## src/rtl/atm_session_ctrl.sv

```systemverilog
// Per-session ATM controller: card load, PIN check with retry limit,
// balance/withdraw/deposit menu on a working balance, commit and eject.
module atm_session_ctrl #(
    parameter int PASS_WIDTH     = 16,
    parameter int BLNC_WIDTH     = 20,
    parameter int MAX_TRIES      = 3,
    parameter int TIMEOUT_CYCLES = 1000
) (
    input  logic                  clk,
    input  logic                  reset,
    input  logic                  card_in,
    input  logic                  pass_flag,
    input  logic [PASS_WIDTH-1:0] password,
    input  logic [BLNC_WIDTH-1:0] balance,
    input  logic                  pin_valid,
    input  logic [PASS_WIDTH-1:0] pin_entry,
    input  logic                  op_valid,
    input  logic [1:0]            op_sel,
    input  logic [BLNC_WIDTH-1:0] amount,
    output logic                  operation_done,
    output logic                  card_out,
    output logic [BLNC_WIDTH-1:0] update_balance,
    output logic [BLNC_WIDTH-1:0] disp_balance,
    output logic                  dispense_valid,
    output logic [BLNC_WIDTH-1:0] dispense_amount,
    output logic                  pin_error,
    output logic                  insufficient,
    output logic                  card_captured,
    output logic                  busy
);

    localparam int TW = $clog2(TIMEOUT_CYCLES + 1);
    localparam int CW = $clog2(MAX_TRIES + 1);

    typedef enum logic [2:0] {
        IDLE, LOAD, PIN_WAIT, MENU, COMMIT, EJECT, CAPTURE
    } state_t;

    state_t state, next_state;

    logic [TW-1:0]         timer;
    logic [CW-1:0]         tries;
    logic [BLNC_WIDTH-1:0] wbal;
    logic [BLNC_WIDTH:0]   dep_sum;
    logic                  timeout;
    logic                  load_ok;
    logic                  pin_bad;
    logic                  op_show;
    logic                  op_wd;
    logic                  op_dep;
    logic                  op_reject;
    logic                  clear_timer;

    // Deposit is evaluated one bit wider so a carry flags overflow.
    assign dep_sum = {1'b0, wbal} + {1'b0, amount};
    assign timeout = (timer == TW'(TIMEOUT_CYCLES));

    always_comb begin
        next_state  = state;
        load_ok     = 1'b0;
        pin_bad     = 1'b0;
        op_show     = 1'b0;
        op_wd       = 1'b0;
        op_dep      = 1'b0;
        op_reject   = 1'b0;
        clear_timer = 1'b0;
        case (state)
            IDLE: begin
                if (card_in) next_state = LOAD;
            end
            LOAD: begin
                if (!pass_flag) begin
                    next_state = EJECT;
                end else begin
                    load_ok    = 1'b1;
                    next_state = PIN_WAIT;
                end
            end
            PIN_WAIT: begin
                // Card removal outranks any strobe arriving in the same cycle.
                if (!card_in) begin
                    next_state = IDLE;
                end else if (pin_valid) begin
                    if (pin_entry == password) begin
                        next_state = MENU;
                    end else begin
                        pin_bad = 1'b1;
                        if (tries <= CW'(1)) next_state = CAPTURE;
                    end
                end else if (timeout) begin
                    next_state = EJECT;
                end
            end
            MENU: begin
                if (!card_in) begin
                    next_state = COMMIT;
                end else if (op_valid) begin
                    clear_timer = 1'b1;
                    case (op_sel)
                        2'b00: op_show = 1'b1;
                        2'b01: begin
                            if (amount > wbal) op_reject = 1'b1;
                            else               op_wd     = 1'b1;
                        end
                        2'b10: begin
                            if (dep_sum[BLNC_WIDTH]) op_reject = 1'b1;
                            else                     op_dep    = 1'b1;
                        end
                        default: next_state = COMMIT;
                    endcase
                end else if (timeout) begin
                    next_state = COMMIT;
                end
            end
            COMMIT: next_state = EJECT;
            EJECT: begin
                if (!card_in) next_state = IDLE;
            end
            CAPTURE: begin
                if (!card_in) next_state = IDLE;
            end
            default: next_state = IDLE;
        endcase
    end

    always_ff @(posedge clk) begin
        if (reset) state <= IDLE;
        else       state <= next_state;
    end

    always_ff @(posedge clk) begin
        if (reset) begin
            timer           <= '0;
            tries           <= CW'(MAX_TRIES);
            wbal            <= '0;
            disp_balance    <= '0;
            update_balance  <= '0;
            dispense_amount <= '0;
            dispense_valid  <= 1'b0;
            pin_error       <= 1'b0;
            insufficient    <= 1'b0;
        end else begin
            pin_error      <= pin_bad;
            insufficient   <= op_reject;
            dispense_valid <= op_wd;
            if (next_state != state || clear_timer)
                timer <= '0;
            else if ((state == PIN_WAIT || state == MENU) && !timeout)
                timer <= timer + 1'b1;
            if (load_ok) begin
                wbal  <= balance;
                tries <= CW'(MAX_TRIES);
            end
            if (pin_bad) tries <= tries - 1'b1;
            if (op_show) disp_balance <= wbal;
            if (op_wd) begin
                wbal            <= wbal - amount;
                disp_balance    <= wbal - amount;
                dispense_amount <= amount;
            end
            if (op_dep) begin
                wbal         <= dep_sum[BLNC_WIDTH-1:0];
                disp_balance <= dep_sum[BLNC_WIDTH-1:0];
            end
            // wbal is never modified on the cycle that enters COMMIT.
            if (state == MENU && next_state == COMMIT) update_balance <= wbal;
        end
    end

    assign operation_done = (state == COMMIT);
    assign card_out       = (state == COMMIT) || (state == EJECT);
    assign card_captured  = (state == CAPTURE);
    assign busy           = (state != IDLE);

endmodule

```

## config.mk

```make
export PLATFORM = sky130hd
export DESIGN_NAME = atm_session_ctrl
export DESIGN_NICKNAME = d
export VERILOG_FILES = /design/src/rtl/atm_session_ctrl.sv
export SDC_FILE = /design/constraint.sdc
export NUM_CORES = 1
export LEC_CHECK = 0
export ABC_AREA = 1
export CORE_MARGIN = 10
export CORE_UTILIZATION = 27
export CTS_BUF_LIST = sky130_fd_sc_hd__clkbuf_4 sky130_fd_sc_hd__clkbuf_8
export CTS_CLUSTER_DIAMETER = 120
export DETAILED_ROUTE_END_ITERATION = 7
export GPL_TIMING_DRIVEN = 1
export PLACE_DENSITY_LB_ADDON = 0.15
export SLEW_MARGIN = 20
export SYNTH_ARGS = -nofsm -noshare
export SYNTH_HDL_FRONTEND = slang
export SYNTH_SLANG_ARGS = --single-unit
```

## constraint.sdc

```tcl
create_clock -name clk -period 3.1 [get_ports clk]
set_clock_uncertainty 0.15 [all_clocks]
set_input_delay 0.62 -clock clk [delete_from_list [all_inputs] [get_ports clk]]
set_output_delay 0.62 -clock clk [all_outputs]
set_load 0.05 [all_outputs]
```

==> flow_summary.toml <==
[final_layout]
final_common_cell = "nand2_1"
mostFrequentLayoutCells = "371 x nand2_1, 198 x buf_4, 196 x nor2_1"
drive_gt1_frac = 0.173
design_area_um2 = 11400
syn_to_final_growth_pct = 45.1
utilization = 0.397
insertedDiodeCount = 0
fin_nets = 1756

[synth]
synth-seq-cells = 98
seq_area_frac_synth = 0.250
synth-warning-count = 0
synth_edf_count = 0
synth_area_per_cell_um2 = 5.98
synth_nets = 1444
async_reset_ff_frac = 0
synthesis.area_um2 = 7860
syn_inst = 1315
ys_types = 41
synthFlopType = "dfxtp_1"

[drt]
vias = 9090
wirelength_um = 33400
first_pass_iters = 5
first_iter_violations = 534
wire_per_inst_um = 16.6
drt-vias-per-instance = 4.51
drc_errors = 0
final_antenna_net_count = 0

[floorplan]
io_pins = 147
row_count = 62
core-area_um2 = 28700
die-area_um2 = 36300
start_util = 0.274
die_x_um = 191
die_y_um = 191

[placed_design]
finalWeightedCongestion = 0.922
dpl_cell_area_um2 = 11000
hpwlAfterDp_um = 27500
io_buffers = 146

[sta]
period_share = 0.954
maxSlewHeadroom = 0.602
max_freq_mhz = 338
hold_violations = 0
finalSetupViolations = 0
finalMaxSlewViolations = 0
setup_tns_ns = 0
worst_pin_slew_ns = 0.595
fin_crit_ns = 2.96

[global_routing]
grt.total_usage = 0.181
grt_pass1_vias = 8881
grt_max_degree = 58
globalRouteOverflowTotal = 0
grt_pass1_wl_um = 50900
antenna_found_initial = 0

[flow_run]
drv_cap = 0

[setup_path]
arrival_ns = 3.16
endpoint_kind = "register"
criticalPathCategory = "in2reg"
worst_ep_required_time_ns = 3.31
r2r-start = "wbal[1]"
critPathLaunch = "amount[14]"
cp-start-kind = "input pin"
cp_max_fo = 7

[clock_network]
cts_max_level = 3
cts_tree = "built"
clk_pin_slew_worst_paths_ns = 0.12
clk_latency_ns = 0.41
cts_root_buf = "clkbuf_8"
cts_buffers = 9
cts.path.max_buffers = 2
clock-sinks = 98
cts_hold_buf = 0

[power_and_ir_drop]
total_power_uw = 3800
leakage_uw = 0.00588
peakVddDrop_uv = 180
power_density_nw_per_um2 = 333

[worst_hold_path]
hold_class = "reg2reg"
worstHoldStart = "tries[0]"

[outcome]
status = "finished clean"
## what timing repair did
item | 4_1_cts | 5_1_grt
resized for setup | 2 | 28
pin swaps | 2 | 7
setup buffers | 3 | 3
setup endpoints to repair | 12 | 61
## stage by stage
| step | worst slack (ns) | instances | hold slack, ns |
|---|---|---|---|
| finish | 0.143 | 2016 | 0.359 |
| floorplan | 0.398 | 1315 | 0.301 |
| CTS | 0.00139 | 2013 | 0.367 |
| global route | -0.00623 | 2016 | 0.393 |
| detailed placement | -0.474 | 1994 | 0.334 |
| global placement | -0.471 | 1994 | 0.326 |
## final cells by class
type                       instances  area, µm²
tap                              384        480
multi-input combinational        972       4920
fill                            3205      17300
sequential                        98       1960
clock inverter                     7       81.3
timing repair buffer             353       3110
clock buffer                       9        124
inverter                         193        727
## critical path: stages
cell	delay, ns
clkdlybuf4s50_1	0.48
inv_1	0.06
ha_1	0.35
nor2_1	0.23
nand2_2	0.12
nor3_4	0.26
nand3_2	0.16
nand4_4	0.20
buf_4	0.14
buf_4	0.13
nand4_1	0.16
nand3_1	0.14
nand2_1	0.05
inv_1	0.04
## power breakdown
group | switching [µW] | internal (µW)
clock network | 613 | 323
logic | 838 | 654
registers | 72.4 | 1300
total | 1520 | 2270
## path summary, 6_finish.rpt
check	slack, ns	to	depth (start not counted)
worst max register to register	0.30	wbal[6]	15
worst min register to register	0.36	tries[0]	1
worst min-delay path	0.36	tries[0]	1
worst max-delay path	0.14	disp_balance[17]	14
## layer usage
| layer | up-vias | part of all wire | track usage |
|---|---|---|---|
| met1 | 4119 | 0.45 | 0.231 |
| li1 | 4720 | - | - |
| met5 | - | 0 | 0 |
| met4 | 0 | 0.019 | 0.0485 |
| met2 | 223 | 0.48 | 0.311 |
| met3 | 28 | 0.050 | 0.0269 |
## cells by family after synthesis
group	synth area share
AO/OA/AOI/OAI	0.106
XOR/XNOR	0.0279
adder cells (fa/ha/maj)	0.0799
buffers and inverters	0.137
flip-flops	0.250
AND/OR/NAND/NOR	0.400
## synthesized netlist by cell type, types with 4 or more instances
library cell  count  area share
inv_1           186       0.089
nand3_1         102       0.065
xnor2_1           4      0.0045
nor2_1          201       0.096
buf_6            10       0.014
buf_4            13       0.012
nand4_1          18       0.014
inv_2             6      0.0029
buf_2            14      0.0089
nand2_1         375        0.18
o21ai_0          65       0.041
a21oi_1          69       0.044
ha_1             47       0.075
nor2_4            5      0.0072
nand3_2           6      0.0076
clkbuf_1         13      0.0062
dfxtp_1          98        0.25
nand2_2           5      0.0040
nor2_2            4      0.0032
xor2_1           21       0.023
o211ai_1          4      0.0038
nor3_1           13      0.0083
o21ai_1           6      0.0038
## state kept, by name (all words and copies together), names as in the netlist, 2 cells and up
signal,cells
disp_balance,20
dispense_amount,20
state,3
timer,10
tries,2
update_balance,20
wbal,20
No activity file was read; power rests on OpenSTA's default activity.
